[src/rtl/decode_pkg.sv]
// rtl/decode_pkg.sv - shared opcodes, control-field enums, control bundle and state type for the decode stage
// Purpose: common types for decode_ctrl_lut, decode_stage_if and decode_stage.
// Optional feature macro: DECODE_MEXT_EN (consumed in decode_ctrl_lut).
package decode_pkg;

  localparam logic [6:0] OP_R      = 7'b0110011;
  localparam logic [6:0] OP_IMM    = 7'b0010011;
  localparam logic [6:0] OP_LOAD   = 7'b0000011;
  localparam logic [6:0] OP_JALR   = 7'b1100111;
  localparam logic [6:0] OP_STORE  = 7'b0100011;
  localparam logic [6:0] OP_BRANCH = 7'b1100011;
  localparam logic [6:0] OP_LUI    = 7'b0110111;
  localparam logic [6:0] OP_AUIPC  = 7'b0010111;
  localparam logic [6:0] OP_JAL    = 7'b1101111;

  localparam logic [6:0] F7_BASE   = 7'b0000000;
  localparam logic [6:0] F7_ALT    = 7'b0100000;
  localparam logic [6:0] F7_MULDIV = 7'b0000001;

  typedef enum logic [2:0] {
    IMM_I = 3'b000,
    IMM_S = 3'b001,
    IMM_B = 3'b010,
    IMM_J = 3'b011,
    IMM_U = 3'b100
  } imm_src_e;

  typedef enum logic [1:0] {
    RES_ALU = 2'b00,
    RES_MEM = 2'b01,
    RES_PC4 = 2'b10
  } result_src_e;

  typedef enum logic [1:0] {
    ALU_ADD  = 2'b00,
    ALU_BR   = 2'b01,
    ALU_FN   = 2'b10,
    ALU_PASS = 2'b11
  } alu_op_e;

  typedef struct packed {
    logic        illegal;
    logic        muldiv;
    logic        reg_write;
    logic        alu_src_a;
    logic        alu_src_b;
    logic        mem_write;
    logic        branch;
    logic        jump;
    logic        ld_src;
    logic        st_src;
    imm_src_e    imm_src;
    result_src_e result_src;
    alu_op_e     alu_op;
  } ctrl_t;

  typedef enum logic [0:0] {
    ST_RUN  = 1'b0,
    ST_TRAP = 1'b1
  } state_t;

endpackage

[src/rtl/decode_stage_if.sv]
// rtl/decode_stage_if.sv - fetch/execute handshake bundle of the decode stage
// Purpose: groups intake (in_*), output (out_*), flush, trap_ack and illegal_count.
// Modports: master = fetch/execute/trap side driving requests; slave = decode_stage.
interface decode_stage_if
  import decode_pkg::*;
#(
  parameter int XLEN  = 32,
  parameter int CNT_W = 8
) ();
  logic             in_valid;
  logic             in_ready;
  logic [31:0]      in_instr;
  logic [XLEN-1:0]  in_pc;
  logic             flush;
  logic             out_valid;
  logic             out_ready;
  ctrl_t            out_ctrl;
  logic [31:0]      out_instr;
  logic [XLEN-1:0]  out_pc;
  logic             trap_ack;
  logic [CNT_W-1:0] illegal_count;

  modport master (
    output in_valid, in_instr, in_pc, flush, out_ready, trap_ack,
    input  in_ready, out_valid, out_ctrl, out_instr, out_pc, illegal_count
  );

  modport slave (
    input  in_valid, in_instr, in_pc, flush, out_ready, trap_ack,
    output in_ready, out_valid, out_ctrl, out_instr, out_pc, illegal_count
  );
endinterface

[src/rtl/decode_ctrl_lut.sv]
// rtl/decode_ctrl_lut.sv - combinational RV32I main decoder, opcode/funct3/funct7 to ctrl_t
// Ports: i_opcode, i_funct3, i_funct7 in; o_ctrl out (complete bundle, illegal-only when undecodable).
// Macro DECODE_MEXT_EN: when defined, R-type funct7=0000001 decodes as legal mul/div.
module decode_ctrl_lut
  import decode_pkg::*;
(
  input  logic [6:0] i_opcode,
  input  logic [2:0] i_funct3,
  input  logic [6:0] i_funct7,
  output ctrl_t      o_ctrl
);
  ctrl_t w_ctrl;
  logic  w_bad;

  always_comb begin
    w_ctrl = '0;
    w_bad  = 1'b0;
    case (i_opcode)
      OP_R: begin
        w_ctrl.reg_write = 1'b1;
        w_ctrl.alu_op    = ALU_FN;
        if (i_funct7 == F7_MULDIV) begin
`ifdef DECODE_MEXT_EN
          w_ctrl.muldiv = 1'b1;
`else
          w_bad = 1'b1;
`endif
        end else if ((i_funct7 != F7_BASE) && (i_funct7 != F7_ALT)) begin
          w_bad = 1'b1;
        end
      end
      OP_IMM: begin
        w_ctrl.reg_write = 1'b1;
        w_ctrl.alu_src_b = 1'b1;
        w_ctrl.imm_src   = IMM_I;
      end
      OP_LOAD: begin
        w_ctrl.reg_write  = 1'b1;
        w_ctrl.alu_src_b  = 1'b1;
        w_ctrl.result_src = RES_MEM;
        w_ctrl.ld_src     = i_funct3[2];
        w_bad = (i_funct3 inside {3'b011, 3'b110, 3'b111});
      end
      OP_JALR: begin
        w_ctrl.jump       = 1'b1;
        w_ctrl.reg_write  = 1'b1;
        w_ctrl.result_src = RES_PC4;
        w_ctrl.alu_src_b  = 1'b1;
        w_bad = (i_funct3 != 3'b000);
      end
      OP_STORE: begin
        w_ctrl.mem_write = 1'b1;
        w_ctrl.alu_src_b = 1'b1;
        w_ctrl.imm_src   = IMM_S;
        w_ctrl.st_src    = ~&i_funct3;
        w_bad = (i_funct3 > 3'b010);
      end
      OP_BRANCH: begin
        w_ctrl.branch  = 1'b1;
        w_ctrl.imm_src = IMM_B;
        w_ctrl.alu_op  = ALU_BR;
        w_bad = (i_funct3 inside {3'b010, 3'b011});
      end
      OP_LUI: begin
        w_ctrl.reg_write = 1'b1;
        w_ctrl.alu_src_b = 1'b1;
        w_ctrl.imm_src   = IMM_U;
        w_ctrl.alu_op    = ALU_PASS;
      end
      OP_AUIPC: begin
        w_ctrl.reg_write = 1'b1;
        w_ctrl.alu_src_a = 1'b1;
        w_ctrl.alu_src_b = 1'b1;
        w_ctrl.imm_src   = IMM_U;
        w_ctrl.alu_op    = ALU_PASS;
      end
      OP_JAL: begin
        w_ctrl.jump       = 1'b1;
        w_ctrl.reg_write  = 1'b1;
        w_ctrl.result_src = RES_PC4;
        w_ctrl.imm_src    = IMM_J;
      end
      default: w_bad = 1'b1;
    endcase

    // An illegal entry carries no side-effect enables into execute.
    o_ctrl = w_ctrl;
    if (w_bad) begin
      o_ctrl         = '0;
      o_ctrl.illegal = 1'b1;
    end
  end
endmodule

[src/rtl/decode_stage.sv]
// rtl/decode_stage.sv - registered RV32I decode stage with 2-entry skid buffer and illegal-instruction trap
// Ports: clk, rst_n (async, active-low); bus (decode_stage_if.slave): in_* intake, out_* head entry,
//        flush, trap_ack, illegal_count.
// Macro DECODE_MEXT_EN selects M-extension decode inside decode_ctrl_lut.
module decode_stage
  import decode_pkg::*;
#(
  parameter int XLEN  = 32,
  parameter int CNT_W = 8
) (
  input logic           clk,
  input logic           rst_n,
  decode_stage_if.slave bus
);
  localparam logic [0:0] S_RUN  = ST_RUN;
  localparam logic [0:0] S_TRAP = ST_TRAP;

  typedef struct packed {
    ctrl_t           ctrl;
    logic [31:0]     instr;
    logic [XLEN-1:0] pc;
  } entry_t;

  entry_t           r_head;
  entry_t           r_skid;
  logic             r_head_v;
  logic             r_skid_v;
  logic [0:0]       r_state;
  logic [CNT_W-1:0] r_illegal_cnt;
  logic             r_alive;

  ctrl_t  w_dec_ctrl;
  entry_t w_new;
  logic   w_in_ready;
  logic   w_accept;
  logic   w_pop;

  decode_ctrl_lut u_lut (
    .i_opcode (bus.in_instr[6:0]),
    .i_funct3 (bus.in_instr[14:12]),
    .i_funct7 (bus.in_instr[31:25]),
    .o_ctrl   (w_dec_ctrl)
  );

  assign w_new = {w_dec_ctrl, bus.in_instr, bus.in_pc};

  // Intake depends only on registered state, so out_ready never reaches in_ready.
  // r_alive keeps intake closed while reset is held and until the first edge after release.
  assign w_in_ready = r_alive & (r_state == S_RUN) & ~r_skid_v;
  assign w_accept   = bus.in_valid & w_in_ready;
  assign w_pop      = r_head_v & bus.out_ready;

  always_ff @(posedge clk or negedge rst_n) begin
    if (!rst_n) begin
      r_alive <= 1'b0;
    end else begin
      r_alive <= 1'b1;
    end
  end

  always_ff @(posedge clk or negedge rst_n) begin
    if (!rst_n) begin
      r_head   <= '0;
      r_skid   <= '0;
      r_head_v <= 1'b0;
      r_skid_v <= 1'b0;
    end else if (bus.flush) begin
      r_head_v <= 1'b0;
      r_skid_v <= 1'b0;
    end else if (w_pop) begin
      // A full buffer blocks intake, so skid promotion never coincides with an accept.
      if (r_skid_v) begin
        r_head   <= r_skid;
        r_skid_v <= 1'b0;
      end else if (w_accept) begin
        r_head <= w_new;
      end else begin
        r_head_v <= 1'b0;
      end
    end else if (w_accept) begin
      if (r_head_v) begin
        r_skid   <= w_new;
        r_skid_v <= 1'b1;
      end else begin
        r_head   <= w_new;
        r_head_v <= 1'b1;
      end
    end
  end

  always_ff @(posedge clk or negedge rst_n) begin
    if (!rst_n) begin
      r_state       <= S_RUN;
      r_illegal_cnt <= '0;
    end else if (bus.flush) begin
      r_state <= S_RUN;
    end else if (r_state == S_RUN) begin
      if (w_accept && w_dec_ctrl.illegal) begin
        r_state <= S_TRAP;
        if (r_illegal_cnt != {CNT_W{1'b1}}) begin
          r_illegal_cnt <= r_illegal_cnt + 1'b1;
        end
      end
    end else if (bus.trap_ack) begin
      r_state <= S_RUN;
    end
  end

  assign bus.in_ready      = w_in_ready;
  assign bus.out_valid     = r_head_v;
  assign bus.out_ctrl      = r_head.ctrl;
  assign bus.out_instr     = r_head.instr;
  assign bus.out_pc        = r_head.pc;
  assign bus.illegal_count = r_illegal_cnt;
endmodule
[src/flat_wrapper.sv]
// flat-port wrapper written by rule: the top's interface ports become plain ports
module decode_stage_flat import decode_pkg::*;
#(
  parameter int XLEN  = 32,
  parameter int CNT_W = 8
)
  (clk, rst_n, bus_in_valid, bus_in_instr, bus_in_pc, bus_flush, bus_out_ready, bus_trap_ack, bus_in_ready, bus_out_valid, bus_out_ctrl, bus_out_instr, bus_out_pc, bus_illegal_count);
  decode_stage_if #(.XLEN(XLEN), .CNT_W(CNT_W)) bus_i ();
  input logic clk;
  input logic rst_n;
  input wire logic [$bits(bus_i.in_valid)-1:0] bus_in_valid;
  input wire logic [$bits(bus_i.in_instr)-1:0] bus_in_instr;
  input wire logic [$bits(bus_i.in_pc)-1:0] bus_in_pc;
  input wire logic [$bits(bus_i.flush)-1:0] bus_flush;
  input wire logic [$bits(bus_i.out_ready)-1:0] bus_out_ready;
  input wire logic [$bits(bus_i.trap_ack)-1:0] bus_trap_ack;
  output wire logic [$bits(bus_i.in_ready)-1:0] bus_in_ready;
  output wire logic [$bits(bus_i.out_valid)-1:0] bus_out_valid;
  output wire logic [$bits(bus_i.out_ctrl)-1:0] bus_out_ctrl;
  output wire logic [$bits(bus_i.out_instr)-1:0] bus_out_instr;
  output wire logic [$bits(bus_i.out_pc)-1:0] bus_out_pc;
  output wire logic [$bits(bus_i.illegal_count)-1:0] bus_illegal_count;
  assign bus_i.in_valid = bus_in_valid;
  assign bus_i.in_instr = bus_in_instr;
  assign bus_i.in_pc = bus_in_pc;
  assign bus_i.flush = bus_flush;
  assign bus_i.out_ready = bus_out_ready;
  assign bus_i.trap_ack = bus_trap_ack;
  assign bus_in_ready = bus_i.in_ready;
  assign bus_out_valid = bus_i.out_valid;
  assign bus_out_ctrl = bus_i.out_ctrl;
  assign bus_out_instr = bus_i.out_instr;
  assign bus_out_pc = bus_i.out_pc;
  assign bus_illegal_count = bus_i.illegal_count;
  decode_stage #(.XLEN(XLEN), .CNT_W(CNT_W)) u_core (.clk(clk), .rst_n(rst_n), .bus(bus_i));
endmodule
[config.mk]
export PLATFORM = sky130hd
export DESIGN_NAME = decode_stage_flat
export DESIGN_NICKNAME = d
export VERILOG_FILES = /design/src/rtl/decode_pkg.sv /design/src/rtl/decode_stage_if.sv /design/src/rtl/decode_ctrl_lut.sv /design/src/rtl/decode_stage.sv /design/src/flat_wrapper.sv
export SDC_FILE = /design/constraint.sdc
export NUM_CORES = 1
export LEC_CHECK = 0
export BUFFER_PORTS_ARGS = -buffer_cell sky130_fd_sc_hd__buf_4
export CAP_MARGIN = 20
export CORE_AREA = 2 2 140 142
export DETAILED_ROUTE_END_ITERATION = 7
export DIE_AREA = 0 0 142 144
export GPL_TIMING_DRIVEN = 0
export PLACE_DENSITY = 0.72
export SETUP_SLACK_MARGIN = 0.2
export SYNTH_ARGS = -nofsm -noshare
export SYNTH_HDL_FRONTEND = slang
export SYNTH_SLANG_ARGS = --single-unit
[constraint.sdc]
create_clock -name clk -period 2.2 [get_ports clk]
set_input_delay 0.44 -clock clk [delete_from_list [all_inputs] [get_ports clk]]
set_output_delay 0.44 -clock clk [all_outputs]
set_load 0.01 [all_outputs]
After elaboration in Yosys (flattened, before gate mapping)
Cells that the tools add are included.
- memories: 0
- memory bits (read-only): 0
- register bits after elaboration: 174
- word-level logic and storage cells: 119
- bits in latches: 0
- RAM bits: 0
- multipliers: 0
- mux-type cells: 33
- equal/unequal tests: 19
- div/mod/pow operators: 0
- reductions and logical operators: 22
- bitwise logic cells: 8
- order comparisons: 1
- shift operators: 0
- $add $sub $neg: 1
- operators by type and width (operator ; count):
    81-bit two-way mux ; 5
    1-bit two-way mux ; 23
    7-bit by 6-bit equality test with 1-bit output, second input constant ; 3
    7-bit equality test, second input constant ; 3
    17-bit two-way mux ; 1
    7-bit by 5-bit equality test with 1-bit output, second input constant ; 2
    3-bit one-hot mux with 4 select lines ; 1
    4-bit AND reduction ; 3
    3-bit nonzero test ; 4
    8-bit by 1-bit adder with 8-bit output, second input constant ; 1
    8-bit inequality test, second input constant ; 1
    7-bit by 1-bit equality test with 1-bit output, second input constant ; 1
    7-bit by 2-bit equality test with 1-bit output, second input constant ; 1
    7-bit by 6-bit inequality test with 1-bit output, second input constant ; 1
    7-bit nonzero test ; 1
    7-bit OR reduction ; 1
    3-bit by 2-bit equality test with 1-bit output, second input constant ; 2
    3-bit equality test, second input constant ; 2
    3-bit inequality test, second input constant ; 2
    1-bit one-hot mux with 6 select lines ; 1
    2-bit one-hot mux with 3 select lines ; 1
    3-bit AND reduction ; 2
    2-bit nonzero test ; 3
    6-bit OR reduction ; 1
    other kinds (10) ; 18

Depth between registers and ports, before layout
- word-level depth: 10
- depth in mapped cells: 7

Hierarchy
A second synthesis with hierarchy kept.
- cell total of the unflattened synthesis: 634
- area, all modules: 7592.3 µm²
- modules (own cells, without submodules) (module ; times used ; area each (µm²) ; cells each ; seq. area each (µm²)):
    decode_stage ; 1 ; 7231.9 ; 578 ; 4354.2
    decode_ctrl_lut ; 1 ; 360.3 ; 56 ; 0.0

Worst setup path before layout
OpenSTA, ideal clock, no wires.
- path type: reg-to-reg
- from: reg u_core.r_illegal_cnt[0], in the netlist u_core.bus.illegal_count[0]
- to: reg u_core.r_illegal_cnt[1], in the netlist u_core.bus.illegal_count[1]
- setup time: 128 ps
- data required time: 2072 ps
- cell stages (with the launch flop): 6
- arrival time: 1925 ps
- slack: 148 ps
- path through: dfrtp_1 ha_1 and3_1 a211oi_1 a21boi_2 mux2_1
- longest elaborated chain between the ends: 2
- ends and longest elaborated chain (element ; line ; text):
    start, declared ; decode_stage.sv:29 ; logic [CNT_W-1:0] r_illegal_cnt;
    start signal, assigned ; decode_stage.sv:101 ; r_illegal_cnt <= r_illegal_cnt + 1'b1;
    branches (longest 2 deep; another with 8-bit by 1-bit adder with 8-bit output) ; -- ;
Parallel ways; which one is timed is not known.
A chain may end at the register's enable or synchronous reset.

Worst setup path in the final report
- from: reg u_core.r_state
- to: reg u_core.r_head (netlist bit u_core.bus.out_pc[5])
- longest elaborated chain between the ends: 6
- ends and longest elaborated chain (element ; line ; text):
    start, declared ; decode_stage.sv:28 ; logic [0:0] r_state;
    start signal, assigned ; decode_stage.sv:93 ; r_state <= S_RUN;
    start signal, assigned ; decode_stage.sv:96 ; r_state <= S_RUN;
    start signal, assigned ; decode_stage.sv:99 ; r_state <= S_TRAP;
    1-bit NOT (no source line) (*) ; -- ;
    1-bit bitwise AND (*) (2 in a row) ; decode_stage.sv:49 ; assign w_in_ready = r_alive & (r_state == S_RUN) & ~r_skid_v;
    1-bit bitwise AND (*) ; decode_stage.sv:50 ; assign w_accept = bus.in_valid & w_in_ready;
    2-bit nonzero test (no source line) ; -- ;
    4-bit AND reduction (no source line) (*) ; -- ;
    end signal, assigned ; decode_stage.sv:73 ; r_head <= r_skid;
    end signal, assigned ; decode_stage.sv:76 ; r_head <= w_new;
    end signal, assigned ; decode_stage.sv:85 ; r_head <= w_new;
    end, declared ; decode_stage.sv:24 ; entry_t r_head;
Every way passes the cells marked *; elsewhere a longest branch is shown, timed or not.

==> results.ini <==
[place]
hpwl_mm = 13.6
post-place-ws_ps = -129
place.gp.congestion = 0.835
port_buffers = 159
dpl_cell_area_mm2 = 0.00901

[clock_tree]
clockRootBuffer = clkbuf_16
cts_tree = done
clk_path_buf_depth = 2
clock-sinks = 170
clock_latency_ps = 430
h-tree-depth = 4
clk_pin_slew_ps = 60
cts_buffers = 17

[drt]
highest_layer = met4
drt-initial-drc-count = 374
dr_wl_met3_mm = 1.13
firstDrtPassIters = 5
met2_length_mm = 9.51
wl_mm = 19.4
wl_met1_mm = 8.28
via_per_inst = 5.21
wl_per_cell_um = 16.8
drt_drc_violations_left = 0
vias = 6025
antenna_left = 0

[run_status]
status = finished, final reports clean

[global_routing]
grt_pass1_wl_mm = 31.2
grt.total_usage_pct = 19.5
grt_pass1_vias = 5972
overflow = 0
grt_max_degree = 108
antenna_found_initial = 0

[setup_path]
r2r_start = u_core.r_state$_DFF_PN0_
timing.rr.end = u_core.bus.out_pc[5]$_DFFE_PN0P_
rr_worst_depth = 7
crit_required_ps = 2540
arrival_ps = 2300
endpoint_kind = flip-flop
reg2reg_slack_ps = 240
crit_fanout = 10
cp-start-kind = flip-flop
crit_type = reg2reg

[worst_hold_path]
min-delay-start = bus_out_ready
hold-path-cell-count = 2
hold_path.class = in2reg
holdPathEnd = u_core.r_skid_v$_DFFE_PN0P_

[timing]
fin_crit_sh_pct = 88.9
finalMaxSlewViolations = 0
setup_viol_count_final = 0
fmax_mhz = 511
layout_min_cycle_time_ps = 1960
finClkSkew_ps = 5.90
hold_viol = 0
tightest_slew_ps = 622
setup_tns_ps = 0
maxSlewHeadroom_pct = 58.5
rsz0062_at_grt = true
setup_ws_ps = 244

[final_layout]
final_core_util_pct = 50.6
mostFrequentLayoutCells = dfrtp_1 (170), buf_4 (168), nand2_1 (157), nor2_1 (80)
nets = 978
fin_area_mm2 = 0.00965
layout_commonest_cell = dfrtp_1
drive_gt1_share_pct = 33.7
syn_to_final_growth_pct = 29.1
n_antenna_cell = 0

[logic_synthesis]
synthArstFlopShare_pct = 100
synth_area_per_cell_um2 = 10.3
yosysTopAreaCellShare_pct = 56.9
syn-cell-area_mm2 = 0.00748
synth-edff-count = 0
synth_warnings = 0
ys_top_cells_by_area = dfrtp_1 (57%), mux2_2 (10%), nand2_1 (7.9%), a31oi_1 (5.6%), nor2_1 (4.0%)
ys_ff_latch = 170
synth_cell_type_count = 52
synth_cells = 724
yosysTopAreaCell = dfrtp_1
syn-num-nets = 795
yosysSeqAreaShare_pct = 56.9
synthFlopType = dfrtp_1

[power]
leakagePower_nw = 4.64
swShare_pct = 27.3
p_switching_mw = 2.29
p_seq_share_pct = 47.2
ir_drop_uv = 548
power_density_mw_per_mm2 = 870
p_int_mw = 6.11
combPwrFrac_pct = 19.4
finalPower_mw = 8.40
power.share.clock_pct = 33.4

[floorplan]
start_util_pct = 39.2
coreArea_mm2 = 0.0191
die_height_um = 144
ios = 161
die_area_mm2 = 0.0204
dieWidth_um = 142
rows = 51

[run]
maxCapViolCount = 0

## worst max-delay path, cell delays in order (launching register included)
cell and delay [ps]:
dfrtp_1 400, nand3b_1 250, a2111oi_4 370, buf_4 210, buf_4 190, clkbuf_4 240, nor2_1 50, a31oi_1 150
## metal layers
layer | global-route usage [%] | vias up
li1 | - | 2872
met5 | 0 | -
met3 | 4.70 | 36
met4 | 7.26 | 0
met2 | 31.9 | 157
met1 | 25.4 | 2960
## synthesized netlist by cell type (all sizes together) (6+ instances only)
library cell and n:
a21oi 21, a31oi 67, and3 7, buf 27, clkbuf 22, dfrtp 170
mux2 68, nand2 157, nand3 7, nor2 80, nor3 6, o21ai 23
xor2 7
## through the flow
stage / std cells / hold slack [ps]
final: 1156 / 229
after global routing: 1156 / 241
after CTS: 1154 / 217
after detailed placement: 1122 / 427
after global placement: 1121 / 450
after floorplan: 724 / 144
## cell families after synthesis
logic type	Yosys count	share of synthesized area, %
adder cells (fa/ha/maj)	1	0.167
multiplexers	68	10.2
AO/OA/AOI/OAI	137	11.9
XOR/XNOR	7	0.820
buffers and inverters	54	3.46
other	2	0.100
AND/OR/NAND/NOR	285	16.4
flip-flops	170	56.9
## how the worst max path moves through the flow
stage / startpoint / endpoint / cells after the start
after global placement: rst_n / u_core.bus.out_instr[17]$_DFFE_PN0P_ / 1
final: u_core.r_state$_DFF_PN0_ / u_core.bus.out_pc[5]$_DFFE_PN0P_ / 7
after global routing: u_core.r_state$_DFF_PN0_ / u_core.bus.out_instr[20]$_DFFE_PN0P_ / 7
after CTS: u_core.r_state$_DFF_PN0_ / u_core.bus.out_pc[5]$_DFFE_PN0P_ / 7
after detailed placement: bus_in_instr[27] / u_core.r_skid[80]$_DFFE_PN0P_ / 6
after floorplan: bus_in_instr[6] / u_core.bus.illegal_count[1]$_DFFE_PN0P_ / 5
## area by class of cell
type / count / area [µm²]
Buffer: 49 / 280
Timing Repair Buffer: 164 / 1260
Inverter: 5 / 18.8
Clock inverter: 7 / 70.1
Clock buffer: 23 / 468
Fill cell: 1771 / 9430
Sequential cell: 170 / 4250
Multi-Input combinational cell: 500 / 3000
Tap cell: 238 / 298
## power groups by stage
stage / Sequential, mW / Clock [mW] / Combinational [mW]
6_report: 3.96 / 2.80 / 1.63
5_1_grt: 4.03 / 2.98 / 1.80
3_3_place_gp: 4.00 / 0 / 1.59
4_1_cts: 3.96 / 2.86 / 1.65
3_5_place_dp: 4.02 / 0 / 1.64
2_1_floorplan: 4.10 / 0 / 0.610
## registers in the layout, summed over array words and instances, names as in the netlist
name,count
u_core.r_skid,79
u_core.bus.illegal_count,8
u_core.bus.out_instr,32
u_core.bus.out_ctrl,15
u_core.bus.out_valid,1
u_core.r_state,1
u_core.r_skid_v,1
u_core.bus.out_pc,32
u_core.r_alive,1
## repair_timing
action	CTS	global route
resized for setup	6	29
setup buffers	1	2
endpoints found under the hold margin	63	0
pin swaps	1	1
hold buffers	1	0
endpoints found under the setup margin	149	147
No activity file was read; power rests on OpenSTA's default activity.
